$ cat config.mk
export PLATFORM = sky130hd
export DESIGN_NAME = pc_sequencer
export DESIGN_NICKNAME = d
export VERILOG_FILES = /design/src/rtl/pc_sequencer.sv
export SDC_FILE = /design/constraint.sdc
export NUM_CORES = 1
export LEC_CHECK = 0
export BUFFER_PORTS_ARGS = -buffer_cell sky130_fd_sc_hd__buf_2
export CAP_MARGIN = 10
export CORE_MARGIN = 2
export CORE_UTILIZATION = 56
export DETAILED_ROUTE_END_ITERATION = 10
export PLACE_DENSITY_LB_ADDON = 0.3
export SYNTH_ARGS = -nofsm -noshare
export SYNTH_HDL_FRONTEND = slang
export SYNTH_SLANG_ARGS = --single-unit
$ cat constraint.sdc
create_clock -name clk -period 2.6 [get_ports clk]
set_input_delay 0.26 -clock clk [delete_from_list [all_inputs] [get_ports clk]]
set_output_delay 0.26 -clock clk [all_outputs]
set_load 0.03 [all_outputs]
$ cat src/rtl/pc_sequencer.sv
// pc_sequencer -- fetch/PC control FSM for a simple in-order core.
//
// Decides each cycle how the PC advances (sequential, branch target, trap
// vector), drives the instruction-memory request, and reports when a fetched
// instruction is valid for decode or when a fetch has timed out.
//
// Ports
//   clk           in   single clock, rising edge
//   reset_n       in   asynchronous active-low reset
//   trap_req      in   trap/exception redirect (highest priority)
//   branch_taken  in   branch/jump redirect from execute
//   stall         in   hazard stall; holds fetch and PC
//   imem_ack      in   instruction-memory acknowledge
//   imem_req      out  fetch request (level)
//   pc_src        out  PC select: 00 sequential, 01 branch, 10 trap
//   pc_en_n       out  active-low PC update enable
//   flush         out  one-cycle kill of younger in-flight instructions
//   fetch_valid   out  one-cycle pulse: fetched instruction valid
//   fetch_fault   out  fetch timed out; cleared only by a trap
//   state_dbg     out  current FSM state (0 IDLE, 1 FETCH, 2 HOLD, 3 DRAIN, 4 FAULT)
//
// Memory handshake: imem_req is a level that stays high while the sequencer
// waits in FETCH or DRAIN; a transfer completes on any rising edge where
// imem_req and imem_ack are both high. An ack is only consumed as a valid
// instruction when no redirect or stall coincides with it; otherwise it is
// discarded (redirect) or parked in HOLD (stall) until the stall drops.
//
// pc_src, pc_en_n, flush and fetch_valid are combinational (Mealy) so the PC
// register can act on them at the same edge. imem_req decodes the state
// register directly; fetch_fault is a register.
module pc_sequencer #(
  parameter logic [7:0] MEM_TIMEOUT = 8'd255
) (
  input  logic       clk,
  input  logic       reset_n,
  input  logic       trap_req,
  input  logic       branch_taken,
  input  logic       stall,
  input  logic       imem_ack,
  output logic       imem_req,
  output logic [1:0] pc_src,
  output logic       pc_en_n,
  output logic       flush,
  output logic       fetch_valid,
  output logic       fetch_fault,
  output logic [2:0] state_dbg
);

  typedef enum logic [2:0] {
    IDLE  = 3'd0,
    FETCH = 3'd1,
    HOLD  = 3'd2,
    DRAIN = 3'd3,
    FAULT = 3'd4
  } state_t;

  state_t     state, state_next;
  logic [7:0] wait_cnt, wait_cnt_next;
  logic       fault_next;
  logic       redirect;
  logic [1:0] redirect_src;
  logic       timeout;

  assign redirect     = trap_req | branch_taken;
  assign redirect_src = trap_req ? 2'b10 : 2'b01;
  // Last permitted wait cycle: a further missing ack moves to FAULT, so the
  // counter never needs to wrap.
  assign timeout      = (wait_cnt == (MEM_TIMEOUT - 8'd1));

  assign imem_req  = (state == FETCH) || (state == DRAIN);
  assign state_dbg = state;

  always_comb begin
    pc_src        = 2'b00;
    pc_en_n       = 1'b1;
    flush         = 1'b0;
    fetch_valid   = 1'b0;
    state_next    = state;
    wait_cnt_next = wait_cnt;
    fault_next    = fetch_fault;

    case (state)
      IDLE: begin
        state_next    = FETCH;
        wait_cnt_next = 8'd0;
      end

      FETCH: begin
        if (redirect) begin
          pc_src        = redirect_src;
          pc_en_n       = 1'b0;
          flush         = 1'b1;
          wait_cnt_next = 8'd0;
          // A coinciding ack belongs to the killed path and is dropped;
          // without one the old request is still outstanding and must drain.
          state_next    = imem_ack ? FETCH : DRAIN;
        end else if (imem_ack) begin
          wait_cnt_next = 8'd0;
          if (stall) begin
            state_next = HOLD;
          end else begin
            fetch_valid = 1'b1;
            pc_en_n     = 1'b0;
          end
        end else if (timeout) begin
          state_next    = FAULT;
          wait_cnt_next = 8'd0;
          fault_next    = 1'b1;
        end else begin
          wait_cnt_next = wait_cnt + 8'd1;
        end
      end

      HOLD: begin
        wait_cnt_next = 8'd0;
        if (redirect) begin
          pc_src     = redirect_src;
          pc_en_n    = 1'b0;
          flush      = 1'b1;
          state_next = FETCH;
        end else if (!stall) begin
          fetch_valid = 1'b1;
          pc_en_n     = 1'b0;
          state_next  = FETCH;
        end
      end

      DRAIN: begin
        if (redirect) begin
          pc_src        = redirect_src;
          pc_en_n       = 1'b0;
          flush         = 1'b1;
          wait_cnt_next = 8'd0;
          if (imem_ack) state_next = FETCH;
        end else if (imem_ack) begin
          wait_cnt_next = 8'd0;
          state_next    = FETCH;
        end else if (timeout) begin
          state_next    = FAULT;
          wait_cnt_next = 8'd0;
          fault_next    = 1'b1;
        end else begin
          wait_cnt_next = wait_cnt + 8'd1;
        end
      end

      FAULT: begin
        wait_cnt_next = 8'd0;
        // Only a trap leaves FAULT; branch and stall are ignored here.
        if (trap_req) begin
          pc_src     = 2'b10;
          pc_en_n    = 1'b0;
          flush      = 1'b1;
          state_next = FETCH;
          fault_next = 1'b0;
        end
      end

      default: begin
        state_next    = IDLE;
        wait_cnt_next = 8'd0;
        fault_next    = 1'b0;
      end
    endcase
  end

  always_ff @(posedge clk or negedge reset_n) begin
    if (!reset_n) begin
      state       <= IDLE;
      wait_cnt    <= 8'd0;
      fetch_fault <= 1'b0;
    end else begin
      state       <= state_next;
      wait_cnt    <= wait_cnt_next;
      fetch_fault <= fault_next;
    end
  end

endmodule

==> impl_metrics.tcl <==
set metrics [dict create \
    status "finished clean" \
    nets 109 \
    crit_buf_inv 1 \
    grt_usage 0.188 \
    place_congestion 0.844 \
    cts-htree-levels 1 \
    drive_above_1_share 0.323 \
    area_growth_pct 10.9 \
    arrival_ns 1.61 \
    die_w_um 41.8 \
    yosys_warnings 0 \
    cp_max_fo 11 \
    clockBufferDepth 2 \
    synth_area_sq_um 801 \
    grt.met1_usage 0.281 \
    pin_count 16 \
    place_hpwl_um 1150 \
    hp-class "primary input to flop" \
    grt-ovfl-total 0 \
    grt.met2_usage 0.253 \
    dieArea_sq_um 1750 \
    filler_cell_count 111 \
    clk_latency_ns 0.27 \
    crit_path_start_kind "flop" \
    max_stage_delay_ns 0.52 \
    cts_buffers 3 \
    io_buffers 15 \
    max_slew_margin 0.764 \
    power_leakage_nw 0.416 \
    grt_start_max_net_pins 13 \
    final_common_cell "buf_2" \
    slew_viol_final 0 \
    synthCells 84 \
    hold_violations 0 \
    crit_chain "nand2b_4 > o21ai_1 > a211o_1 > nand3_1 > buf_2" \
    layout_common_cells "15 x buf_2, 14 x nor2_1, 12 x dfrtp_1" \
    cts_tree "yes" \
    p_per_area_nw_per_um2 425 \
    met3_usage 0.0783 \
    ys_types 37 \
    antenna_found_initial 0 \
    fmax_ghz 0.534 \
    holdWs_ns 0.349 \
    core_area_sq_um 1320 \
    seq_area_frac_synth 0.375 \
    synth_nets 92 \
    avgSynthCellArea_sq_um 9.53 \
    power.total_uw 377 \
    cpMaxStageDelayCell "dfrtp_1" \
    setup_violations 0 \
    dr.pass1.iters 4 \
    r2r_slack_ns 1.13 \
    die_h_um 41.8 \
    cp-end-kind "output pin" \
    num_rows 13 \
    grt.busiest_layer "met1" \
    drc 0 \
    setup_tns_ns 0 \
    grt_pass1_vias 531 \
    wl_per_cell_um 14.0 \
    synth-edff-count 0 \
    start_util 0.608 \
    path_delay_family "flip-flops" \
    async_flop_share 1.00 \
    post_dp_cell_area_sq_um 856 \
    maxCapViolCount 0 \
    vias 636 \
    finalCritPeriodShare 0.720 \
    critical_path_class "flop to output pin" \
    cts_root_buf "clkbuf_4" \
    antenna_left 0 \
    clock-sinks 12 \
    yosys_register_bits 12 \
    max-vdd-ir-drop_v 0.000365 \
    rsz0062_at_grt "no" \
    critical_path_required_ns 2.34 \
    period_minus_slack_ns 1.87 \
    n_antenna_cell 0 \
    skew_ns 0.00610 \
    fin_area_sq_um 888 \
    wl_um 1600 \
    clk_pin_slew_ns 0.06 \
    ys.flop_type "dfrtp_1" \
    post_cts_buffers 0 \
    grt_pass1_wl_um 2460 \
    drt_iter0_drc 17 \
    via_per_inst 5.58 \
    worst_pin_slew_ns 0.354 \
]
worst reg2reg max path, stage by stage (launching register included):
cell and delay [ns]:
dfrtp_1 0.44, inv_1 0.08, ha_1 0.14, nand3_1 0.15, o211ai_4 0.33, nand2_1 0.09, o2bb2ai_1 0.13
cell usage after synthesis, types with 2 or more instances:
master / n / area (sq um)
nor2b_1: 2 / 12.5
inv_2: 2 / 7.51
dfrtp_1: 12 / 300
buf_6: 3 / 33.8
xor2_1: 5 / 43.8
nand3_1: 6 / 30.0
nand2_1: 4 / 15.0
nor2_2: 2 / 12.5
nor2_1: 14 / 52.6
ha_1: 2 / 25.0
inv_1: 4 / 15.0
a21oi_1: 2 / 10.0
nor3_1: 2 / 10.0
final cells by class:
class,count,area [sq um],share of cell area
Clock buffer,3,22.5,0.0254
Inverter,6,22.5,0.0254
Multi-Input combinational cell,62,439,0.494
Sequential cell,12,300,0.338
Tap cell,15,18.8,0.0211
Timing Repair Buffer,16,85.1,0.0958
state kept, by name (all words and copies together), names as in the netlist:
| signal | count |
|---|---|
| fetch_fault | 1 |
| wait_cnt | 8 |
| state_dbg | 3 |
worst paths after layout:
check	start	to	cells after the start
max	state_dbg[1]	pc_en_n	5
max reg2reg	wait_cnt[0]	state_dbg[1]	6
min reg2reg	fetch_fault	fetch_fault	2
min	stall	state_dbg[1]	3
max in group asynchronous	reset_n	fetch_fault	2
min in group asynchronous	reset_n	state_dbg[2]	2
report_power, final:
part	total, mW	switching, mW	internal, mW
logic	0.0684	0.0440	0.0244
registers	0.198	0.00759	0.190
clock network	0.111	0.0574	0.0537
per-layer routing:
layer  wire [um]  share of wire
met2         664           0.42
met1         830           0.52
met3          86          0.054
met4          14         0.0088
met5           0              0
through the flow:
| step | setup WS, ns | cells | util |
|---|---|---|---|
| 6_report | 0.728 | 114 | 0.674 |
| 2_1_floorplan | 0.491 | 84 | - |
| 4_1_cts | 0.719 | 114 | 0.674 |
| 3_3_place_gp | 1.08 | 110 | 0.650 |
| 3_5_place_dp | 1.02 | 110 | 0.650 |
| 5_1_grt | 0.633 | 114 | 0.674 |
repair_timing:
item | in CTS | in global routing
resized for setup | 0 | 0
setup endpoints to repair | 0 | 0
endpoints found under the hold margin | 12 | 0
hold buffers | 1 | 0
kinds of logic (layout without fill, tap and decap cells):
logic type	after synthesis	in the layout	share of synthesized area
AO/OA/AOI/OAI	14	14	0.152
XOR/XNOR	6	6	0.0656
adder cells (fa/ha/maj)	2	2	0.0312
buffers and inverters	10	25	0.0766
flip-flops	12	12	0.375
AND/OR/NAND/NOR	40	40	0.300
(Power assumes the default switching activity.)
